`src/rtl/data_memory_arbiter_if.sv`:
```
// -----------------------------------------------------------------------------
// definitions / data_memory_arbiter_if
//
// definitions          : shared width constants for the data-memory path.
// data_memory_arbiter_if : bundles both requester ports and the data-memory
//                          port of the arbiter.
//
//   Requester side (driven by requesters, observed by arbiter):
//     _req0/_req1           access request
//     _write0/_write1       1 = write, 0 = read
//     _address0/_address1   target address
//     _valueIn0/_valueIn1   write data
//   Requester side (driven by arbiter):
//     grant0/grant1         one-cycle pulse, access in progress this cycle
//     rvalid0/rvalid1       one-cycle pulse, rdata valid (reads only)
//     rdata0/rdata1         registered read data, held until next read
//     busy                  arbiter is in ACCESS or DONE
//   Memory side:
//     memRead/memWrite      strobes (driven by arbiter)
//     memAddress/memValueIn address and write data (driven by arbiter)
//     _memValueOut          combinational read data (driven by memory)
//
// Modports: slave = the arbiter, master = requesters plus memory.
// -----------------------------------------------------------------------------
package definitions;
  parameter int DATA_WIDTH = 8;
endpackage : definitions

interface data_memory_arbiter_if #(
  parameter int W = definitions::DATA_WIDTH
);
  // Requester 0
  logic         _req0;
  logic         _write0;
  logic [W-1:0] _address0;
  logic [W-1:0] _valueIn0;
  logic         grant0;
  logic         rvalid0;
  logic [W-1:0] rdata0;

  // Requester 1
  logic         _req1;
  logic         _write1;
  logic [W-1:0] _address1;
  logic [W-1:0] _valueIn1;
  logic         grant1;
  logic         rvalid1;
  logic [W-1:0] rdata1;

  // Status
  logic         busy;

  // Data memory
  logic         memRead;
  logic         memWrite;
  logic [W-1:0] memAddress;
  logic [W-1:0] memValueIn;
  logic [W-1:0] _memValueOut;

  modport slave (
    input  _req0, _write0, _address0, _valueIn0,
    input  _req1, _write1, _address1, _valueIn1,
    input  _memValueOut,
    output grant0, rvalid0, rdata0,
    output grant1, rvalid1, rdata1,
    output busy,
    output memRead, memWrite, memAddress, memValueIn
  );

  modport master (
    output _req0, _write0, _address0, _valueIn0,
    output _req1, _write1, _address1, _valueIn1,
    output _memValueOut,
    input  grant0, rvalid0, rdata0,
    input  grant1, rvalid1, rdata1,
    input  busy,
    input  memRead, memWrite, memAddress, memValueIn
  );
endinterface : data_memory_arbiter_if

```
`src/rtl/data_memory_arbiter.sv`:
```
// -----------------------------------------------------------------------------
// data_memory_arbiter
//
// Shares the single-port data memory between requester 0 (core load/store)
// and requester 1 (debug/loader). A request sampled in IDLE is latched, the
// memory is strobed for exactly one cycle (ACCESS), and read data is returned
// to the winner in the following cycle (DONE). Ties are broken by a priority
// bit that always points at the port that lost the most recent grant.
//
// Ports:
//   _CLK    clock, all state updates on posedge
//   _RST_N  asynchronous active-low reset
//   bus     data_memory_arbiter_if.slave (requester and memory signals)
//
// Every output is a flop, so nothing on the requester side reaches the memory
// combinationally.
// -----------------------------------------------------------------------------
module data_memory_arbiter (
  input  logic                  _CLK,
  input  logic                  _RST_N,
  data_memory_arbiter_if.slave  bus
);

  typedef enum logic [1:0] {
    IDLE   = 2'd0,
    ACCESS = 2'd1,
    DONE   = 2'd2
  } state_t;

  state_t state;
  logic   prio;     // port that wins a tie
  logic   port_q;   // port owning the current access
  logic   wr_q;     // current access is a write

  // Winner selection among the live requests in IDLE.
  logic win_port;
  logic win_write;

  // NOTE: every signal assigned in always_comb gets a default first, so no
  // path through the block leaves it unassigned and no latch is inferred.
  always_comb begin
    win_port  = 1'b0;
    win_write = bus._write0;
    if (bus._req0 && bus._req1) begin
      win_port = prio;
    end else if (bus._req1) begin
      win_port = 1'b1;
    end
    if (win_port) begin
      win_write = bus._write1;
    end
  end

  // NOTE: state is updated with non-blocking assignments only, so every flop
  // sees the pre-edge values of the others and ordering inside the block
  // does not matter.
  always_ff @(posedge _CLK or negedge _RST_N) begin
    if (!_RST_N) begin
      state          <= IDLE;
      prio           <= 1'b0;
      port_q         <= 1'b0;
      wr_q           <= 1'b0;
      bus.grant0     <= 1'b0;
      bus.grant1     <= 1'b0;
      bus.rvalid0    <= 1'b0;
      bus.rvalid1    <= 1'b0;
      bus.rdata0     <= '0;
      bus.rdata1     <= '0;
      bus.busy       <= 1'b0;
      bus.memRead    <= 1'b0;
      bus.memWrite   <= 1'b0;
      bus.memAddress <= '0;
      bus.memValueIn <= '0;
    end else begin
      // Pulsed outputs and memory lines are low unless a state sets them
      // for the next cycle.
      bus.grant0     <= 1'b0;
      bus.grant1     <= 1'b0;
      bus.rvalid0    <= 1'b0;
      bus.rvalid1    <= 1'b0;
      bus.memRead    <= 1'b0;
      bus.memWrite   <= 1'b0;
      bus.memAddress <= '0;
      bus.memValueIn <= '0;

      unique case (state)
        IDLE: begin
          if (bus._req0 || bus._req1) begin
            // The memory lines double as the latched address/data: they are
            // loaded here and are therefore valid for the whole ACCESS cycle.
            port_q         <= win_port;
            wr_q           <= win_write;
            bus.memAddress <= win_port ? bus._address1 : bus._address0;
            bus.memValueIn <= win_port ? bus._valueIn1 : bus._valueIn0;
            bus.memRead    <= ~win_write;
            bus.memWrite   <= win_write;
            bus.grant0     <= ~win_port;
            bus.grant1     <= win_port;
            bus.busy       <= 1'b1;
            state          <= ACCESS;
          end
        end

        ACCESS: begin
          // Memory data is combinational, so it is valid at this closing edge.
          if (!wr_q) begin
            if (port_q) begin
              bus.rdata1  <= bus._memValueOut;
              bus.rvalid1 <= 1'b1;
            end else begin
              bus.rdata0  <= bus._memValueOut;
              bus.rvalid0 <= 1'b1;
            end
          end
          prio  <= ~port_q;
          state <= DONE;
        end

        DONE: begin
          // Requests are deliberately not sampled here: the granted port
          // is still dropping its request at this point.
          bus.busy <= 1'b0;
          state    <= IDLE;
        end

        default: begin
          bus.busy <= 1'b0;
          state    <= IDLE;
        end
      endcase
    end
  end

endmodule : data_memory_arbiter

```
`src/flat_wrapper.sv`:
```
// flat-port wrapper written by rule: the top's interface ports become plain ports
module data_memory_arbiter_flat 
  (_CLK, _RST_N, bus__req0, bus__write0, bus__address0, bus__valueIn0, bus__req1, bus__write1, bus__address1, bus__valueIn1, bus__memValueOut, bus_grant0, bus_rvalid0, bus_rdata0, bus_grant1, bus_rvalid1, bus_rdata1, bus_busy, bus_memRead, bus_memWrite, bus_memAddress, bus_memValueIn);
  data_memory_arbiter_if bus_i ();
  input  logic _CLK;
  input  logic _RST_N;
  input wire logic [$bits(bus_i._req0)-1:0] bus__req0;
  input wire logic [$bits(bus_i._write0)-1:0] bus__write0;
  input wire logic [$bits(bus_i._address0)-1:0] bus__address0;
  input wire logic [$bits(bus_i._valueIn0)-1:0] bus__valueIn0;
  input wire logic [$bits(bus_i._req1)-1:0] bus__req1;
  input wire logic [$bits(bus_i._write1)-1:0] bus__write1;
  input wire logic [$bits(bus_i._address1)-1:0] bus__address1;
  input wire logic [$bits(bus_i._valueIn1)-1:0] bus__valueIn1;
  input wire logic [$bits(bus_i._memValueOut)-1:0] bus__memValueOut;
  output wire logic [$bits(bus_i.grant0)-1:0] bus_grant0;
  output wire logic [$bits(bus_i.rvalid0)-1:0] bus_rvalid0;
  output wire logic [$bits(bus_i.rdata0)-1:0] bus_rdata0;
  output wire logic [$bits(bus_i.grant1)-1:0] bus_grant1;
  output wire logic [$bits(bus_i.rvalid1)-1:0] bus_rvalid1;
  output wire logic [$bits(bus_i.rdata1)-1:0] bus_rdata1;
  output wire logic [$bits(bus_i.busy)-1:0] bus_busy;
  output wire logic [$bits(bus_i.memRead)-1:0] bus_memRead;
  output wire logic [$bits(bus_i.memWrite)-1:0] bus_memWrite;
  output wire logic [$bits(bus_i.memAddress)-1:0] bus_memAddress;
  output wire logic [$bits(bus_i.memValueIn)-1:0] bus_memValueIn;
  assign bus_i._req0 = bus__req0;
  assign bus_i._write0 = bus__write0;
  assign bus_i._address0 = bus__address0;
  assign bus_i._valueIn0 = bus__valueIn0;
  assign bus_i._req1 = bus__req1;
  assign bus_i._write1 = bus__write1;
  assign bus_i._address1 = bus__address1;
  assign bus_i._valueIn1 = bus__valueIn1;
  assign bus_i._memValueOut = bus__memValueOut;
  assign bus_grant0 = bus_i.grant0;
  assign bus_rvalid0 = bus_i.rvalid0;
  assign bus_rdata0 = bus_i.rdata0;
  assign bus_grant1 = bus_i.grant1;
  assign bus_rvalid1 = bus_i.rvalid1;
  assign bus_rdata1 = bus_i.rdata1;
  assign bus_busy = bus_i.busy;
  assign bus_memRead = bus_i.memRead;
  assign bus_memWrite = bus_i.memWrite;
  assign bus_memAddress = bus_i.memAddress;
  assign bus_memValueIn = bus_i.memValueIn;
  data_memory_arbiter u_core (._CLK(_CLK), ._RST_N(_RST_N), .bus(bus_i));
endmodule
```
`config.mk`:
```
export PLATFORM = sky130hd
export DESIGN_NAME = data_memory_arbiter_flat
export DESIGN_NICKNAME = d
export VERILOG_FILES = /design/src/rtl/data_memory_arbiter_if.sv /design/src/rtl/data_memory_arbiter.sv /design/src/flat_wrapper.sv
export SDC_FILE = /design/constraint.sdc
export NUM_CORES = 1
export LEC_CHECK = 0
export ABC_AREA = 1
export CORE_MARGIN = 2
export CORE_UTILIZATION = 35
export CTS_BUF_LIST = sky130_fd_sc_hd__clkbuf_2
export DETAILED_ROUTE_END_ITERATION = 10
export PLACE_DENSITY = 0.72
export SLEW_MARGIN = 20
export SYNTH_ARGS = -nofsm -noshare
export SYNTH_HDL_FRONTEND = slang
export SYNTH_SLANG_ARGS = --single-unit
```
`constraint.sdc`:
```
create_clock -name _CLK -period 1.5 [get_ports _CLK]
set_clock_uncertainty 0.05 [all_clocks]
set_input_delay 0.225 -clock _CLK [delete_from_list [all_inputs] [get_ports _CLK]]
set_output_delay 0.225 -clock _CLK [all_outputs]
set_load 0.02 [all_outputs]
```
==> results of run 1 <==
-- cells in the final DEF, fill, tap and decap left out --
| cell | synthesis | final |
|---|---|---|
| clkdlybuf4s50_1 | 0 | 44 |
| dfrtp_1 | 44 | 44 |
| nand2_1 | 39 | 39 |
| nor2_1 | 36 | 36 |
| dlygate4sd2_1 | 0 | 25 |
| inv_1 | 17 | 17 |
| nand3b_1 | 16 | 16 |
| buf_4 | 1 | 14 |
| clkdlybuf4s15_1 | 0 | 13 |
| o21ai_2 | 8 | 8 |
| o21ai_1 | 6 | 6 |
| clkbuf_2 | 0 | 6 |
| nor2_4 | 3 | 3 |
| o21ai_0 | 3 | 3 |
| nand2_4 | 2 | 2 |
| nand2_2 | 2 | 2 |
| inv_4 | 2 | 2 |
| nor2_2 | 2 | 2 |
| nand3_1 | 2 | 2 |
| a21oi_2 | 1 | 1 |
| clkinv_1 | 0 | 1 |
| clkinv_4 | 0 | 1 |
| bufinv_16 | 0 | 1 |
| dlygate4sd3_1 | 0 | 1 |
| buf_2 | 2 | 1 |
-- cell families (layout without fill, tap and decap cells) --
| logic type | count (synthesis) | in the layout | synth area share (%) |
|---|---|---|---|
| and+or+nand+nor | 102 | 102 | 26.4 |
| DFF | 44 | 44 | 58.9 |
| buffers and inverters | 27 | 126 | 8.04 |
| AOI/OAI and AO/OA | 18 | 18 | 6.63 |
-- routing by layer --
metal / vias up / global-route usage (%) / share of wire [%]
li1: 786 / - / -
met5: - / 0 / 0
met1: 690 / 17.6 / 43
met3: 6 / 6.00 / 7.0
met2: 57 / 24.3 / 49
met4: 0 / 4.64 / 1.2
-- where the power goes --
| part | internal [mW] | switching (mW) | total, mW |
|---|---|---|---|
| Sequential | 1.67 | 0.202 | 1.87 |
| Combinational | 1.02 | 1.45 | 2.47 |
| Clock | 0.280 | 0.375 | 0.655 |
| Total | 2.97 | 2.03 | 5.00 |
-- registers in the layout (all words and copies together), names as in the netlist --
| signal | cells |
|---|---|
| u_core.wr_q | 1 |
| u_core.bus.busy | 1 |
| u_core.bus.memWrite | 1 |
| u_core.port_q | 1 |
| u_core.bus.grant1 | 1 |
| u_core.bus.rvalid1 | 1 |
| u_core.bus.grant0 | 1 |
| u_core.bus.rdata1 | 8 |
| u_core.bus.rdata0 | 8 |
| u_core.bus.memAddress | 8 |
| u_core.prio | 1 |
| u_core.state | 2 |
| u_core.bus.memValueIn | 8 |
| u_core.bus.rvalid0 | 1 |
| u_core.bus.memRead | 1 |
-- how the worst min path moves through the flow --
stage                      endpoint
2_1_floorplan       u_core.bus.busy
3_3_place_gp     u_core.bus.rvalid1
3_5_place_dp   u_core.bus.rdata0[0]
4_1_cts        u_core.bus.rdata0[1]
5_1_grt        u_core.bus.rdata1[4]
6_report       u_core.bus.rdata0[1]
-- cell type report --
type                            count  area, µm²  share of cell area (%)
Sequential cell                    44       1100                    38.4
Timing Repair Buffer               99        915                    31.9
Multi-Input combinational cell    120        617                    21.5
Tap cell                           70       87.6                    3.06
Inverter                           19       76.3                    2.66
Clock inverter                      3       42.5                    1.49
Clock buffer                        5       25.0                   0.874
-- metrics by stage --
stage          area (µm²)  utilization (%)  setup slack [ps]  setup TNS, ps  power [mW]
2_1_floorplan        1870                -               389              0        3.40
3_3_place_gp         2790             54.2              26.2              0        4.55
3_5_place_dp         2790             54.2             -41.5          -94.6        4.60
4_1_cts              2810             54.7              24.8              0        4.93
5_1_grt              2860             55.7             -6.34          -11.1        5.38
6_report             2860             55.7              79.0              0        5.00
-- what timing repair did --
action	CTS	global route
hold buffers	1	0
gates resized for setup	39	15
buffers inserted	0	5
hold endpoints to repair	44	0
setup endpoints to repair	39	17
cloned	0	0
==> results.sh, run 1 <==
export IMPL_drt_vias_per_instance=4.28
export IMPL_wire_per_inst_um=11.5
export IMPL_worst_path_stages=1
export IMPL_drt_wl_total_um=4150
export IMPL_die_area_mm2=0.00594
export IMPL_synthesis_instances=191
export IMPL_cell_chain_critical_path="dlygate4sd2_1"
export IMPL_period_minus_slack_ps=1420
export IMPL_fin_hold_ws_ps=272
export IMPL_grt_start_max_net_pins=24
export IMPL_clock_tree_root_cell="clkbuf_2"
export IMPL_post_place_cells=346
export IMPL_gp_congestion=0.727
export IMPL_row_count=26
export IMPL_p_per_area_mw_per_mm2=1740
export IMPL_cp_buffers_inverters=1
export IMPL_post_synth_cell_area_avg_um2=9.78
export IMPL_first_global_vias=1520
export IMPL_design_final_nets=335
export IMPL_critPathArrivalTime_ps=1150
export IMPL_timing_hold_violations_final=0
export IMPL_cp_data_required_time_ps=1220
export IMPL_drv_cap=0
export IMPL_worstPathMaxFanout=2
export IMPL_top_post_synthesis_cells_by_area="dfrtp_1, nand2_1, nor2_1"
export IMPL_worst_path_dominant_cell_family="flip-flops"
export IMPL_worstSetupPathType="flip-flop to primary output"
export IMPL_vias=1539
export IMPL_nFillCells=480
export IMPL_yosys_register_bits=44
export IMPL_fin_crit_sh_pct=94.7
export IMPL_ant_nets=0
export IMPL_dieWidth_um=77.1
export IMPL_crit_start="u_core.bus.rdata0[0]"
export IMPL_crit_path_max_cell_delay_ps=430
export IMPL_irDropWorstVdd_v=0.000710
export IMPL_slew_headroom_pct=74.1
export IMPL_r2r_cells=6
export IMPL_synthDominantAreaCellType="dfrtp_1"
export IMPL_detail_route_first_pass_iterations=4
export IMPL_cpMaxStageDelayCell="dfrtp_1"
export IMPL_io_pin_count=85
export IMPL_clock_latency_ps=400
export IMPL_syn_cell_area_mm2=0.00187
export IMPL_diodes=0
export IMPL_tightestPinTransition_ps=387
export IMPL_grtUsageTotal_pct=14.7
export IMPL_reg2reg_to="u_core.bus.memValueIn[3]"
export IMPL_final_cells=360
export IMPL_drt_iter0_markers=19
export IMPL_synthTopCellsByCount="dfrtp_1, nand2_1, nor2_1"
export IMPL_synth_top_cell_area_share_pct=58.9
export IMPL_setup_worst_path_end="bus_rdata0[0]"
export IMPL_yosysSeqAreaShare_pct=58.9
export IMPL_final_max_slew_viol_count=0
export IMPL_global_route_overflow_total=0
export IMPL_drc=0
export IMPL_synth_async_reset_ratio_pct=100
export IMPL_placeableCoreArea_mm2=0.00514
export IMPL_htree_levels=2
export IMPL_leakage_power_nw=1.47
export IMPL_synth_yosys_warnings=0
export IMPL_critical_path_startpoint_type="flip-flop"
export IMPL_synth_most_common_cell="dfrtp_1"
export IMPL_run_status="completed"
export IMPL_tritoncts_num_buffers=5
export IMPL_hold_path_class="primary input to asynchronous set/reset pin"
export IMPL_max_freq_mhz=704
export IMPL_chipHeight_um=77.1
export IMPL_r2r_setup_slack_ps=200
export IMPL_yosys_cell_types_count=18
export IMPL_setup_worst_path_end_class="primary output"
export IMPL_drive_gt1_share_pct=14.8
export IMPL_clock_tree_buffer_depth=2
export IMPL_setup_violations_final=0
export IMPL_yosys_most_used_dff="dfrtp_1"
export IMPL_grt_antenna_before_repair=0
export IMPL_start_util_pct=36.3
export IMPL_grt_first_pass_wirelength_um=6930
export IMPL_number_of_synthesized_flops_with_an_enable_pin=0
export IMPL_clock_sink_count=44
export IMPL_io_buffer_count=84
export IMPL_areaGrowthSynthToFinish_pct=53.3
export IMPL_tritoncts="done"
export IMPL_worst_setup_hold_path_clk_slew_ps=220
export IMPL_dpl_hpwl_um=3170
export IMPL_rr_startpoint="u_core.state[1]"
export IMPL_synth_nets=237
Note: power is estimated with default switching activity, not from simulation.
==> inputs of run 2 (changes only) <==
--- a/config.mk
+++ b/config.mk
@@ -6,11 +6,14 @@
 export NUM_CORES = 1
 export LEC_CHECK = 0
 export ABC_AREA = 1
+export CAP_MARGIN = 25
+export CELL_PAD_IN_SITES_DETAIL_PLACEMENT = 0
+export CELL_PAD_IN_SITES_GLOBAL_PLACEMENT = 1
 export CORE_MARGIN = 2
-export CORE_UTILIZATION = 35
+export CORE_UTILIZATION = 31
 export CTS_BUF_LIST = sky130_fd_sc_hd__clkbuf_2
 export DETAILED_ROUTE_END_ITERATION = 10
-export PLACE_DENSITY = 0.72
+export PLACE_DENSITY = 0.85
 export SLEW_MARGIN = 20
 export SYNTH_ARGS = -nofsm -noshare
 export SYNTH_HDL_FRONTEND = slang
==> run 2 against run 1 <==
Maximum frequency grew 1.3%. Sequential cell count is the same. Worst hold slack lost 10 ps. Setup slack gained 18 ps. Sequential power is essentially flat. Power shrank 6.2%. Critical path depth is the same. First-iteration DRC count grew 150%. Combinational power shrank 4%. Clock power shrank 30%. Largest cell class unchanged. Largest power group unchanged.
==> results.sh, run 2 (synthesis results as in run 1) <==
export IMPL_dpl_hpwl_um=3180
export IMPL_clock_tree_buffer_depth=2
export IMPL_detail_route_first_pass_iterations=4
export IMPL_drv_cap=0
export IMPL_hold_path_class="primary input to asynchronous set/reset pin"
export IMPL_net_switching_power_mw=1.97
export IMPL_areaGrowthSynthToFinish_pct=49.8
export IMPL_grt_start_max_net_pins=45
export IMPL_power_switching_fraction_pct=42.1
export IMPL_fin_setup_tns_ps=0
export IMPL_seqPwrFrac_pct=39.7
export IMPL_clock_sink_count=44
export IMPL_global_route_overflow_total=0
export IMPL_layout_core_utilization_pct=47.6
export IMPL_final_max_slew_viol_count=0
export IMPL_first_global_vias=1483
export IMPL_worst_setup_hold_path_clk_slew_ps=200
export IMPL_internal_pwr_total_mw=2.71
export IMPL_final_total_pwr_mw=4.69
export IMPL_grt_setup_unrepaired="no"
export IMPL_gp_congestion=0.757
export IMPL_cpMaxStageDelayCell="dfrtp_1"
export IMPL_cell_chain_critical_path="dlygate4sd2_1"
export IMPL_vias=1490
export IMPL_timing_hold_violations_final=0
export IMPL_power_share_combinational_pct=50.6
export IMPL_drt_wl_total_um=4230
export IMPL_tightestPinTransition_ps=375
export IMPL_cp_buffers_inverters=1
export IMPL_cp_data_required_time_ps=1220
export IMPL_run_status="completed"
export IMPL_placeableCoreArea_mm2=0.00589
export IMPL_drt_iter0_markers=47
export IMPL_wire_per_inst_um=11.8
export IMPL_worst_path_dominant_cell_family="flip-flops"
export IMPL_drt_vias_per_instance=4.15
export IMPL_design_final_nets=329
export IMPL_critical_path_startpoint_type="flip-flop"
export IMPL_drive_gt1_share_pct=12.7
export IMPL_row_count=28
export IMPL_grt_antenna_before_repair=0
export IMPL_slew_headroom_pct=74.9
export IMPL_fin_crit_sh_pct=93.5
export IMPL_critPathArrivalTime_ps=1130
export IMPL_crit_path_max_cell_delay_ps=420
export IMPL_setup_violations_final=0
export IMPL_irDropWorstVdd_v=0.000708
export IMPL_ff_latch_area_mm2=0.00110
export IMPL_clock_tree_root_cell="clkbuf_2"
export IMPL_grt_first_pass_wirelength_um=6550
export IMPL_worstPathMaxFanout=2
export IMPL_stdcell_area_mm2=0.00280
export IMPL_io_buffer_count=84
export IMPL_ant_nets=0
export IMPL_start_util_pct=31.7
export IMPL_minimum_setup_slack_after_placement_ps=38.0
export IMPL_chipHeight_um=81.6
export IMPL_max_freq_mhz=713
export IMPL_dieWidth_um=81.6
export IMPL_tritoncts="done"
export IMPL_fin_ws_ps=97.4
export IMPL_multiInputGateArea_um2=617
export IMPL_clock_latency_ps=380
export IMPL_nFillCells=604
export IMPL_htree_levels=2
export IMPL_p_per_area_mw_per_mm2=1670
export IMPL_tritoncts_num_buffers=5
export IMPL_placement_cell_area_mm2=0.00279
export IMPL_die_area_mm2=0.00666
export IMPL_io_pin_count=85
export IMPL_grtUsageTotal_pct=13.3
export IMPL_clockPowerShare_pct=9.7
export IMPL_leakage_power_nw=1.46
export IMPL_worstSetupPathType="flip-flop to primary output"
export IMPL_period_minus_slack_ps=1400
export IMPL_setup_worst_path_end_class="primary output"
export IMPL_layout_common_cells="clkdlybuf4s50_1, dfrtp_1, nand2_1"
export IMPL_diodes=0
export IMPL_drc=0
==> run 2: what timing repair did <==
item                       CTS  global route
setup endpoints to repair   39             3
hold endpoints to repair    44             0
hold buffers                 1             0
gates resized for setup     39             2
buffers inserted             0             1
==> run 2: final timing paths <==
check                           depth (start not counted)                       end  slack (ps)                  from
worst max-delay path                                    1             bus_rdata0[4]         100  u_core.bus.rdata0[4]
worst min-delay path                                    3      u_core.bus.rdata0[0]         260                _RST_N
worst max register to register                          4      u_core.bus.rdata1[3]         240       u_core.state[1]
worst min register to register                          2           u_core.bus.busy         450       u_core.bus.busy
max in group asynchronous                               3           u_core.state[0]         940                _RST_N
min in group _CLK                                       3  u_core.bus.memValueIn[6]         330      bus__valueIn0[6]
==> run 2: area by class of cell <==
type	count	area share (%)
timing repair buffer	93	31.2
sequential	44	39.3
clock inverter	3	0.492
inverter	19	2.73
multi-input combinational	120	22.0
clock buffer	5	0.894
tap	75	3.35
==> run 2: layer usage <==
metal | track usage, % | wire length, µm | up-vias
li1 | - | - | 773
met1 | 13.4 | 1670 | 656
met2 | 23.9 | 2050 | 57
met3 | 5.93 | 454 | 4
met4 | 5.00 | 47 | 0
met5 | 0 | 0 | -
==> run 2: power by group through the flow <==
stage / registers [mW] / logic [mW] / clock network, mW
3_5_place_dp: 1.92 / 2.68 / 0
4_1_cts: 1.87 / 2.39 / 0.493
2_1_floorplan: 2.44 / 0.952 / 0
3_3_place_gp: 1.90 / 2.65 / 0
6_report: 1.86 / 2.37 / 0.456
5_1_grt: 1.92 / 2.61 / 0.545
==> run 2: stage by stage <==
step	hold WS, ps	std cells
global placement	170	349
finish	262	359
detailed placement	170	349
floorplan	-121	191
CTS	226	358
global route	219	359
==> inputs of run 3 (changes only) <==
--- a/config.mk
+++ b/config.mk
@@ -9,7 +9,6 @@
 export CAP_MARGIN = 25
 export CELL_PAD_IN_SITES_DETAIL_PLACEMENT = 0
 export CELL_PAD_IN_SITES_GLOBAL_PLACEMENT = 1
-export CORE_MARGIN = 2
 export CORE_UTILIZATION = 31
 export CTS_BUF_LIST = sky130_fd_sc_hd__clkbuf_2
 export DETAILED_ROUTE_END_ITERATION = 10
==> run 3 against run 2 <==
Sequential cell count is the same. Final cell count shrank 1.1%. Die area shrank 4.8%. Global-route usage grew 1.0 points. Core utilization grew 2.2 points. Sequential share of layout area shrank 0.088 points. Largest power group unchanged. Clock power shrank 4%.
==> results.sh, run 3 (synthesis results as in run 1) <==
export IMPL_post_place_cells=346
export IMPL_wire_per_inst_um=11.3
export IMPL_hold_path_class="primary input to asynchronous set/reset pin"
export IMPL_irDropWorstVdd_v=0.000630
export IMPL_drc=0
export IMPL_tritoncts_num_buffers=5
export IMPL_dieWidth_um=79.6
export IMPL_io_buffer_count=84
export IMPL_detail_route_first_pass_iterations=4
export IMPL_ant_nets=0
export IMPL_crit_start="u_core.bus.rdata1[2]"
export IMPL_grt_start_max_net_pins=26
export IMPL_cp_buffers_inverters=1
export IMPL_global_route_overflow_total=0
export IMPL_worst_path_stages=1
export IMPL_drive_gt1_share_pct=12.0
export IMPL_design_final_nets=329
export IMPL_layout_common_cells="clkdlybuf4s50_1, dfrtp_1, nand2_1"
export IMPL_r2r_cells=4
export IMPL_ff_latch_area_mm2=0.00110
export IMPL_drt_vias_per_instance=4.23
export IMPL_clock_latency_ps=380
export IMPL_fin_crit_sh_pct=92.9
export IMPL_htree_levels=2
export IMPL_io_pin_count=85
export IMPL_drv_cap=0
export IMPL_drt_iter0_markers=25
export IMPL_tritoncts="done"
export IMPL_nFillCells=572
export IMPL_final_cells=355
export IMPL_cpMaxStageDelayCell="dfrtp_1"
export IMPL_p_per_area_mw_per_mm2=1670
export IMPL_max_freq_mhz=717
export IMPL_setup_violations_final=0
export IMPL_areaGrowthSynthToFinish_pct=50.2
export IMPL_die_area_mm2=0.00634
export IMPL_grt_first_pass_wirelength_um=6820
export IMPL_timing_hold_violations_final=0
export IMPL_clock_tree_root_cell="clkbuf_2"
export IMPL_run_status="completed"
export IMPL_worst_setup_hold_path_clk_slew_ps=190
export IMPL_final_max_slew_viol_count=0
export IMPL_setup_worst_path_end_class="primary output"
export IMPL_chipHeight_um=79.6
export IMPL_cell_chain_critical_path="dlygate4sd2_1"
export IMPL_rr_startpoint="u_core.state[1]"
export IMPL_crit_path_max_cell_delay_ps=420
export IMPL_clock_sink_count=44
export IMPL_tightestPinTransition_ps=463
export IMPL_clock_tree_buffer_depth=2
export IMPL_grt_antenna_before_repair=0
export IMPL_leakage_power_nw=1.45
export IMPL_worstPathMaxFanout=2
export IMPL_grt_setup_unrepaired="no"
export IMPL_worstSetupPathType="flip-flop to primary output"
export IMPL_fin_setup_tns_ps=0
export IMPL_grtUsageTotal_pct=14.3
export IMPL_gp_congestion=0.728
export IMPL_drt_wl_total_um=4020
export IMPL_cp_data_required_time_ps=1220
export IMPL_row_count=27
export IMPL_multiInputGateArea_um2=617
export IMPL_diodes=0
export IMPL_placeableCoreArea_mm2=0.00564
export IMPL_critical_path_startpoint_type="flip-flop"
export IMPL_slew_headroom_pct=69.2
export IMPL_first_global_vias=1493
export IMPL_critPathArrivalTime_ps=1120
export IMPL_period_minus_slack_ps=1390
export IMPL_dpl_hpwl_um=3090
export IMPL_start_util_pct=33.1
export IMPL_vias=1502
export IMPL_worst_path_dominant_cell_family="flip-flops"
[run 3: cell count changes in the layout (fill, tap and decap cells not counted)]
cell and change:
clkdlybuf4s15_1 +3, buf_12 +1, clkinv_2 -2, dlygate4sd2_1 -3, buf_4 -1, clkinv_1 +1
[run 3: final timing paths]
kind / end / slack [ps]
max: bus_rdata1[2] / 110
min: u_core.bus.rvalid1 / 240
max reg2reg: u_core.bus.rdata1[7] / 210
min reg2reg: u_core.bus.rdata1[3] / 450
max in group asynchronous: u_core.bus.memAddress[4] / 680
min in group _CLK: u_core.bus.memAddress[7] / 340
[run 3: repair_timing]
action / CTS / global route
hold endpoints to repair: 19 / 0
buffers inserted: 0 / 1
hold buffers: 1 / 0
setup endpoints to repair: 39 / 5
gates resized for setup: 39 / 5
[run 3: stage by stage]
step / power, mW / utilization, % / setup slack [ps] / area [µm²] / hold WS, ps
2_1_floorplan: 3.40 / - / 389 / 1870 / -121
3_3_place_gp: 4.57 / 49.6 / 14.6 / 2800 / 149
3_5_place_dp: 4.62 / 49.6 / 16.4 / 2800 / 154
4_1_cts: 4.75 / 49.5 / 20.5 / 2790 / 235
5_1_grt: 5.09 / 49.7 / 1.54 / 2810 / 224
6_report: 4.69 / 49.7 / 106 / 2810 / 244
[run 3: cell type report]
| type | count | area share (%) |
|---|---|---|
| Clock inverter | 2 | 0.268 |
| Clock buffer | 5 | 0.892 |
| Timing Repair Buffer | 93 | 31.7 |
| Multi-Input combinational cell | 120 | 22.0 |
| Sequential cell | 44 | 39.3 |
| Tap cell | 72 | 3.21 |
| Inverter | 19 | 2.72 |
[run 3: power breakdown]
group	internal (mW)	switching [mW]
combinational	0.962	1.43
clock	0.0964	0.342
sequential	1.67	0.191
[run 3: metal layers]
| metal | global-route usage (%) | wire, µm |
|---|---|---|
| met5 | 0 | 0 |
| met4 | 4.91 | 56 |
| met3 | 6.06 | 390 |
| met2 | 24.6 | 1920 |
| met1 | 15.6 | 1660 |
